==> config.mk <==
export PLATFORM = sky130hd
export DESIGN_NAME = awg_sweep_ctrl
export DESIGN_NICKNAME = d
export VERILOG_FILES = /design/src/rtl/awg_pkg.sv /design/src/rtl/awg_step_calc.sv /design/src/rtl/awg_sweep_ctrl.sv
export SDC_FILE = /design/constraint.sdc
export NUM_CORES = 1
export LEC_CHECK = 0
export ABC_AREA = 1
export CAP_MARGIN = 5
export CORE_UTILIZATION = 42
export DETAILED_ROUTE_END_ITERATION = 12
export GPL_TIMING_DRIVEN = 1
export PLACE_DENSITY = 0.72
export SYNTH_ARGS = -nofsm -noshare
export SYNTH_HDL_FRONTEND = slang
export SYNTH_SLANG_ARGS = --single-unit
==> constraint.sdc <==
create_clock -name clk -period 4.5 [get_ports clk]
set_clock_uncertainty 0.15 [all_clocks]
set_input_delay 0.45 -clock clk [delete_from_list [all_inputs] [get_ports clk]]
set_output_delay 0.45 -clock clk [all_outputs]
set_load 0.1 [all_outputs]
==> src/rtl/awg_pkg.sv <==
// Shared types and default widths for the AWG frequency sweep controller.
package awg_pkg;

  localparam int FREQ_W_DEF  = 16;
  localparam int DWELL_W_DEF = 16;

  typedef enum logic [1:0] {
    IDLE = 2'd0,
    RUN  = 2'd1,
    PEND = 2'd2,
    FIN  = 2'd3
  } awg_state_e;

endpackage

==> src/rtl/awg_step_calc.sv <==
// Next sweep frequency: one step toward tgt, clamped to tgt on overshoot or
// on carry/borrow out of the FREQ_W-bit range.
module awg_step_calc
  import awg_pkg::*;
#(
  parameter int FREQ_W = FREQ_W_DEF
) (
  input  logic [FREQ_W-1:0] cur,
  input  logic [FREQ_W-1:0] step,
  input  logic [FREQ_W-1:0] tgt,
  input  logic              up,
  output logic [FREQ_W-1:0] nxt
);

  logic [FREQ_W:0] sum;
  logic            pass;

  always_comb begin
    sum  = up ? ({1'b0, cur} + {1'b0, step}) : ({1'b0, cur} - {1'b0, step});
    // the extra bit flags wrap in either direction
    pass = up ? (sum[FREQ_W] || (sum[FREQ_W-1:0] > tgt))
              : (sum[FREQ_W] || (sum[FREQ_W-1:0] < tgt));
    nxt  = pass ? tgt : sum[FREQ_W-1:0];
  end

endmodule

==> src/rtl/awg_sweep_ctrl.sv <==
// Stepped frequency sweep controller; frequency updates land only at the
// generator's phase-zero crossing. Ping-pong mode: define AWG_SWEEP_PINGPONG_EN.
module awg_sweep_ctrl
  import awg_pkg::*;
#(
  parameter int FREQ_W  = FREQ_W_DEF,
  parameter int DWELL_W = DWELL_W_DEF
) (
  input  logic               clk,
  input  logic               rst_n,
  input  logic               cfg_valid,
  output logic               cfg_ready,
  input  logic [FREQ_W-1:0]  cfg_start,
  input  logic [FREQ_W-1:0]  cfg_stop,
  input  logic [FREQ_W-1:0]  cfg_step,
  input  logic [DWELL_W-1:0] cfg_dwell,
`ifdef AWG_SWEEP_PINGPONG_EN
  input  logic               cfg_pingpong,
`endif
  input  logic               start,
  input  logic               abort,
  input  logic               phase_wrap,
  output logic [FREQ_W-1:0]  freq,
  output logic               freq_upd,
  output logic               busy,
  output logic               done
);

  awg_state_e         state;
  logic [FREQ_W-1:0]  start_r, stop_r, step_r;
  logic [DWELL_W-1:0] dwell_r, dwell_cnt, dwell_m1;
  logic               up_r;
  logic [FREQ_W-1:0]  tgt_r, calc_tgt, nxt;
  logic               calc_up, at_tgt, last, swap_now;

`ifdef AWG_SWEEP_PINGPONG_EN
  logic               pp_r;
  logic [FREQ_W-1:0]  org_r;
  // endpoint swap happens on the dwell that lands on the current target
  assign swap_now = pp_r && at_tgt && (state == RUN);
  assign calc_tgt = swap_now ? org_r : tgt_r;
`else
  assign tgt_r    = stop_r;
  assign swap_now = 1'b0;
  assign calc_tgt = tgt_r;
`endif

  assign calc_up   = swap_now ? ~up_r : up_r;
  assign cfg_ready = (state == IDLE);
  assign at_tgt    = (freq == tgt_r);
  assign dwell_m1  = (dwell_r == '0) ? '0 : dwell_r - 1'b1;
  assign last      = (dwell_cnt >= dwell_m1);

  awg_step_calc #(.FREQ_W(FREQ_W)) u_step (
    .cur  (freq),
    .step (step_r),
    .tgt  (calc_tgt),
    .up   (calc_up),
    .nxt  (nxt)
  );

  always_ff @(posedge clk or negedge rst_n) begin
    if (!rst_n) begin
      state     <= IDLE;
      freq      <= '0;
      freq_upd  <= 1'b0;
      busy      <= 1'b0;
      done      <= 1'b0;
      start_r   <= '0;
      stop_r    <= '0;
      step_r    <= '0;
      dwell_r   <= '0;
      dwell_cnt <= '0;
      up_r      <= 1'b0;
`ifdef AWG_SWEEP_PINGPONG_EN
      pp_r      <= 1'b0;
      tgt_r     <= '0;
      org_r     <= '0;
`endif
    end else begin
      freq_upd <= 1'b0;
      done     <= 1'b0;
      case (state)
        IDLE: begin
          if (cfg_valid) begin
            start_r <= cfg_start;
            stop_r  <= cfg_stop;
            step_r  <= cfg_step;
            dwell_r <= cfg_dwell;
`ifdef AWG_SWEEP_PINGPONG_EN
            pp_r    <= cfg_pingpong;
`endif
          end
          // launch uses the configuration already latched
          if (start && !abort && (step_r != '0)) begin
            freq      <= start_r;
            freq_upd  <= 1'b1;
            busy      <= 1'b1;
            up_r      <= (start_r <= stop_r);
            dwell_cnt <= '0;
            state     <= RUN;
`ifdef AWG_SWEEP_PINGPONG_EN
            tgt_r     <= stop_r;
            org_r     <= start_r;
`endif
          end
        end
        RUN: begin
          if (abort) begin
            busy  <= 1'b0;
            state <= IDLE;
          end else if (!last) begin
            dwell_cnt <= dwell_cnt + 1'b1;
          end else if (at_tgt && !swap_now) begin
            state <= FIN;
          end else begin
            if (swap_now) up_r <= ~up_r;
`ifdef AWG_SWEEP_PINGPONG_EN
            if (swap_now) begin
              tgt_r <= org_r;
              org_r <= tgt_r;
            end
`endif
            // a wrap on the final dwell cycle counts as the PEND wrap
            if (phase_wrap) begin
              freq      <= nxt;
              freq_upd  <= (nxt != freq);
              dwell_cnt <= '0;
            end else begin
              state <= PEND;
            end
          end
        end
        PEND: begin
          if (abort) begin
            busy  <= 1'b0;
            state <= IDLE;
          end else if (phase_wrap) begin
            freq      <= nxt;
            freq_upd  <= (nxt != freq);
            dwell_cnt <= '0;
            state     <= RUN;
          end
        end
        FIN: begin
          busy  <= 1'b0;
          done  <= !abort;
          state <= IDLE;
        end
        default: begin
          busy  <= 1'b0;
          state <= IDLE;
        end
      endcase
    end
  end

endmodule

After elaboration in Yosys (flattened, before gate mapping) --
Cells that the tools add are included.
Word-level totals: bits in registers 102, word-level logic and storage cells 87
Operators by class: add/sub/neg operators 4, order comparisons 4, equal/unequal tests 15, muxes and demuxes 37, reduce and logical (&&, ||, !) cells 16
Operator list (count):
- 16-bit 2-to-1 mux | 14
- 16-bit one-hot mux with 3 select lines | 2
- 16-bit by 16-bit adder with 17-bit output | 1
- 17-bit 2-to-1 mux | 1
- 16-bit by 16-bit subtractor with 17-bit output | 1
- 16-bit by 1-bit adder with 16-bit output (second input constant) | 1
- 16-bit equality test | 1
- 16-bit greater-or-equal comparator | 1
- 16-bit greater-than comparator | 1
- 16-bit <= comparator | 1
- 16-bit zero test | 1
- 16-bit < comparator | 1
- 16-bit inequality test | 1
- 16-bit nonzero test | 1
- 16-bit by 1-bit subtractor with 16-bit output (second input constant) | 1
- 2-bit 2-to-1 mux | 7
- 1-bit 2-to-1 mux | 10
- 3-bit inequality test (second input constant) | 3
- 2-bit inequality test (second input constant) | 4
- 2-bit one-hot mux with 4 select lines | 1
- 1-bit one-hot mux with 3 select lines | 2
- 2-bit AND reduction | 3
- 6-bit AND reduction | 1
- 5-bit AND reduction | 1
- other kinds (11) | 15

Logic depth before layout (Yosys ltp) --
depth after elaboration 12, gate-level depth with buffers 35, depth with buffers taken out 35

Cells and area by module --
From an unflattened synthesis, not the netlist that was laid out.
Second synthesis, totals: cell total of the unflattened synthesis 1319, area, all modules 8883.5 sq um
By module, submodules not included:
- awg_sweep_ctrl | times used 1, cells an instance 903, area an instance 6727.7 sq um
- awg_step_calc | times used 1, cells an instance 416, area an instance 2155.8 sq um

Worst setup path before layout --
No wires, ideal clock.
path type register -> register, from reg step_r[2], to reg freq_upd, setup time 0.120 ns, arrival time 4.204 ns, data required time 4.230 ns, slack 0.026 ns, stages on the path, launching flop included 33, path buffers 1, period minus slack after synthesis 4.474 ns, cell sequence dfrtp_1 -> nor3_1 -> nand4_1 -> nor3_1 -> inv_1 -> o21ai_0 -> nand2_1 -> xor2_1 -> ha_1 -> nand2_1 -> nand2_1 -> o21bai_1 -> a21oi_1 -> nand3_1 -> nand2_1 -> inv_1 -> ha_1 -> nand2_1 -> nor2_1 -> nand2_1 -> o21ai_0 -> nand2_1 -> nand2_1 -> buf_2 -> nand3_1 -> nand3_1 -> nand2_1 -> nor2_1 -> nand2_1 -> nor2_1 -> nand2_1 -> nand2_1 -> a21oi_1
On the way: cells in the longest elaborated chain, start to end 12, elaborated cells between the ends (all ways) 19, those cells by class add/sub: 2; order compare: 2; eq/ne: 1; mux: 10; reduce/logical: 4
RTL lines:
- start: declaration | RTL line awg_sweep_ctrl.sv:30 | logic [FREQ_W-1:0] start_r, stop_r, step_r;
- start signal: assignment | RTL line awg_sweep_ctrl.sv:88 | step_r <= cfg_step;
- 16-bit by 16-bit subtractor with 17-bit output or 16-bit by 16-bit adder with 17-bit output (tied branches) | RTL line awg_step_calc.sv:19 | sum = up ? ({1'b0, cur} + {1'b0, step}) : ({1'b0, cur} - {1'b0, step});
- 17-bit 2-to-1 mux | RTL line awg_step_calc.sv:19
- 16-bit < comparator or 16-bit greater-than comparator (tied branches) | RTL line awg_step_calc.sv:22, awg_step_calc.sv:21
- 1-bit logical OR (on tied branches) | RTL line awg_step_calc.sv:22, awg_step_calc.sv:21
- 1-bit 2-to-1 mux | RTL line awg_step_calc.sv:21 | pass = up ? (sum[FREQ_W] || (sum[FREQ_W-1:0] > tgt))
- 16-bit 2-to-1 mux | RTL line awg_step_calc.sv:23 | nxt = pass ? tgt : sum[FREQ_W-1:0];
- 16-bit inequality test | RTL line awg_sweep_ctrl.sv:127, awg_sweep_ctrl.sv:140
- 1-bit 2-to-1 mux | RTL line awg_sweep_ctrl.sv:125, awg_sweep_ctrl.sv:138
- 1-bit 2-to-1 mux | RTL line awg_sweep_ctrl.sv:114 | end else if (at_tgt && !swap_now) begin
- 1-bit 2-to-1 mux | RTL line awg_sweep_ctrl.sv:112 | end else if (!last) begin
- 1-bit 2-to-1 mux | RTL line awg_sweep_ctrl.sv:109 | if (abort) begin
- 1-bit one-hot mux with 3 select lines (*) | RTL line awg_sweep_ctrl.sv:83 | case (state)
- end signal: assignment | RTL line awg_sweep_ctrl.sv:127 | freq_upd <= (nxt != freq);
- end signal: assignment | RTL line awg_sweep_ctrl.sv:140 | freq_upd <= (nxt != freq);
- end: declaration | RTL line awg_sweep_ctrl.sv:24 | output logic freq_upd,
Every way passes the cells marked *; elsewhere a longest branch is shown, timed or not. A chain may end at the register's enable or synchronous reset.

Worst setup path in the final report --
from reg step_r[1], to reg freq_upd
Same word-level chain as after synthesis.

==> run summary <==
Worst endpoint required time - 4.62 ns
Port Buffers - 89
Routability Congestion - 0.898
First-pass GRT wire length - 38.2 mm
Worst setup path class - flip-flop to flip-flop
Ys flop type - dfrtp_1
Routed len/inst - 14.8 um
Hold crit path type - primary input to async pin
Tmin final - 4.58 ns
DIE AREA - 0.0202 sq mm
Mux contribution to synthesized area - 3.68%
CP Capture Type - flip-flop
Combinational family with the most area after synthesis - simple AND/OR/NAND/NOR gates
Area grow syn2layout - 28.9%
GR Overflow Total - 0
CTS Buf Count - 9
Clock sinks - 102
Netlist cell types - 45
Worst R2R Start - step_r[1]$_DFFE_PN0P_
Die Height - 142 um
N_diodes - 0
Max-slew headroom - 30.1%
Detailed Routing Iterations Pass 1 - 5
Final WS setup - -0.0775 ns
Slew Viols, Final - 0
Layout cell share with drive strength beyond 1 - 15.7%
CORE AREA - 0.0190 sq mm
Clk root buf - clkbuf_16
Layout fillers - 1782
Sequential area share after synthesis - 30.9%
Flop2flop setup slack - -0.08 ns
Commonest non-fill, non-tap cell in the layout - nand2_1
DRC Markers - 0
Final net count - 1451
Status - complete, but fails checks
Syn avg cell area - 7.21 sq um
Crit path launch type - flip-flop
Slew at the pin closest to its max-slew limit - 1.05 ns
Remaining antenna violation count after routing - 0
Final Hold Violating Endpoints - 0
DR vias/cell - 5.31
Cell with the most instances on the worst path - nand2_1
Setup WS pre-CTS - -0.349 ns
Asr flop ratio synth - 100%
Total of max-cap violations - 0
Overall routing resource usage - 23.8%
Skew-Pair Late Insertion Delay - 0.37 ns
Hold Buf Count CTS - 0
CTS clk-pin slew, worst paths - 0.08 ns
Most frequent cells in the layout - nand2_1, inv_1, nor2_1, dfrtp_1, nand3_1
Final-report setup violation count - 1
RR Endpoint - freq_upd$_DFF_PN0_
Vias post-DR - 8351
Seq cells post-synth - 102
CTS tree - yes
Die W - 142 um
FMAX - 218 MHz
Post-synthesis cell count - 1145
Critical path arrival - 4.70 ns
Boundary Pins - 90
WL final - 23.3 mm
# rows - 50
Simple-gate share of the synthesized area - 27.9%
Synth Area in Adders - 11.1%
Slowest cell on crit path - dfrtp_1
Xor/xnor cell area share of the yosys netlist - 5.09%
Failing checks - negative setup slack
Vias in the first global route - 7921
CTS max path bufs - 2
Synth Area in Compound Gates - 13.4%
RSZ-0062 raised after global routing - yes
Antenna violations before repair - 0
Syn Nets - 1288
EDFF count, synth - 0
Detailed Place HPWL - 17.6 mm
Crit path max fanout - 5
Max incr delay on CP - 0.41 ns
Worst r2r path cells - 31
Synthesized cell area - 0.00826 sq mm
H-Tree Level Count - 3
Iteration-0 DRC Markers - 521
Largest net degree at the start of global routing - 65
Starting Density - 43.4%
Synth warn - 0
Period Utilization, post-route - 102%
-- through the flow --
stage / util, % / setup TNS, ns / instances / hold WS [ns] / cell area [sq um]
floorplan: - / 0 / 1145 / 0.00441 / 8260
global placement: 52.4 / -0.227 / 1539 / 0.342 / 9960
detailed placement: 52.4 / -1.18 / 1539 / 0.349 / 9960
CTS: 54.6 / -0.0165 / 1566 / 0.0663 / 10400
global route: 56.0 / -1.01 / 1573 / 0.106 / 10600
finish: 56.0 / -0.0775 / 1573 / 0.0387 / 10600
-- how the worst max path moves through the flow --
| stage | startpoint | end | depth (start not counted) |
|---|---|---|---|
| after detailed placement | step_r[2]$_DFFE_PN0P_ | freq_upd$_DFF_PN0_ | 32 |
| after global routing | step_r[1]$_DFFE_PN0P_ | freq_upd$_DFF_PN0_ | 36 |
| after floorplan | step_r[2]$_DFFE_PN0P_ | freq_upd$_DFF_PN0_ | 32 |
| final | step_r[1]$_DFFE_PN0P_ | freq_upd$_DFF_PN0_ | 31 |
| after global placement | step_r[2]$_DFFE_PN0P_ | freq_upd$_DFF_PN0_ | 32 |
| after CTS | step_r[0]$_DFFE_PN0P_ | freq_upd$_DFF_PN0_ | 33 |
-- area by class of cell --
class	count	area, sq um	area share (%)
Clock buffer	9	225	2.12
Multi-Input combinational cell	877	5270	49.5
Inverter	133	499	4.69
Sequential cell	102	2550	24.0
Tap cell	260	325	3.06
Timing Repair Buffer	185	1700	16.0
Clock inverter	7	65.1	0.611
-- state kept, by name (all words and copies together) (netlist names) --
name / count
freq_upd: 1
freq: 16
calc_up: 1
calc_tgt: 16
dwell_cnt: 16
step_r: 16
start_r: 16
done: 1
state: 2
busy: 1
dwell_r: 16
-- cell usage after synthesis, drive strengths merged (3+ instances only) --
master / number / area (sq um)
a21oi: 89 / 449
o31ai: 8 / 60.1
nand3: 108 / 563
nand4: 6 / 37.5
clkbuf: 22 / 82.6
nand3b: 15 / 113
a211oi: 3 / 27.5
inv: 130 / 488
clkinv: 3 / 11.3
ha: 72 / 901
a31oi: 14 / 87.6
o21ai: 56 / 280
nor3: 14 / 90.1
xnor2: 11 / 96.3
xor2: 37 / 324
buf: 11 / 71.3
nor2: 113 / 424
or2: 3 / 18.8
a22o: 13 / 114
nand2: 275 / 1050
mux2: 27 / 304
dfrtp: 102 / 2550
-- worst max-delay path, delay by kind of cell, from the launching register on --
kind / cells / cell delay [ns]
flops: 1 / 0.41
fa+ha+maj: 2 / 0.59
buf+inv: 4 / 0.48
compound gates: 7 / 0.87
xor+xnor: 1 / 0.15
simple gates: 17 / 1.81
-- cells by family (layout without fill, tap and decap cells) --
group,after synthesis,after routing
adder cells (fa/ha/maj),73,73
AO/OA/AOI/OAI,194,194
flip-flops,102,102
buffers and inverters,166,334
AND/OR/NAND/NOR,535,535
XOR/XNOR,48,48
multiplexers,27,27
-- routing by layer --
metal	vias to the layer above	GRT usage (%)	routed length (um)
met5	-	0	0
met4	0	9.39	626
met3	39	4.17	1350
met2	225	39.2	10900
met1	3962	30.9	10400
li1	4125	-	-
-- what timing repair did --
action	4_1_cts	5_1_grt
resized for setup	19	49
setup buffers	11	5
cloned	0	2
setup endpoints to repair	15	17
pin swaps	8	18
Power is not shown: default switching activity piles up to over one toggle a cycle in this logic, so the estimate is an artifact.
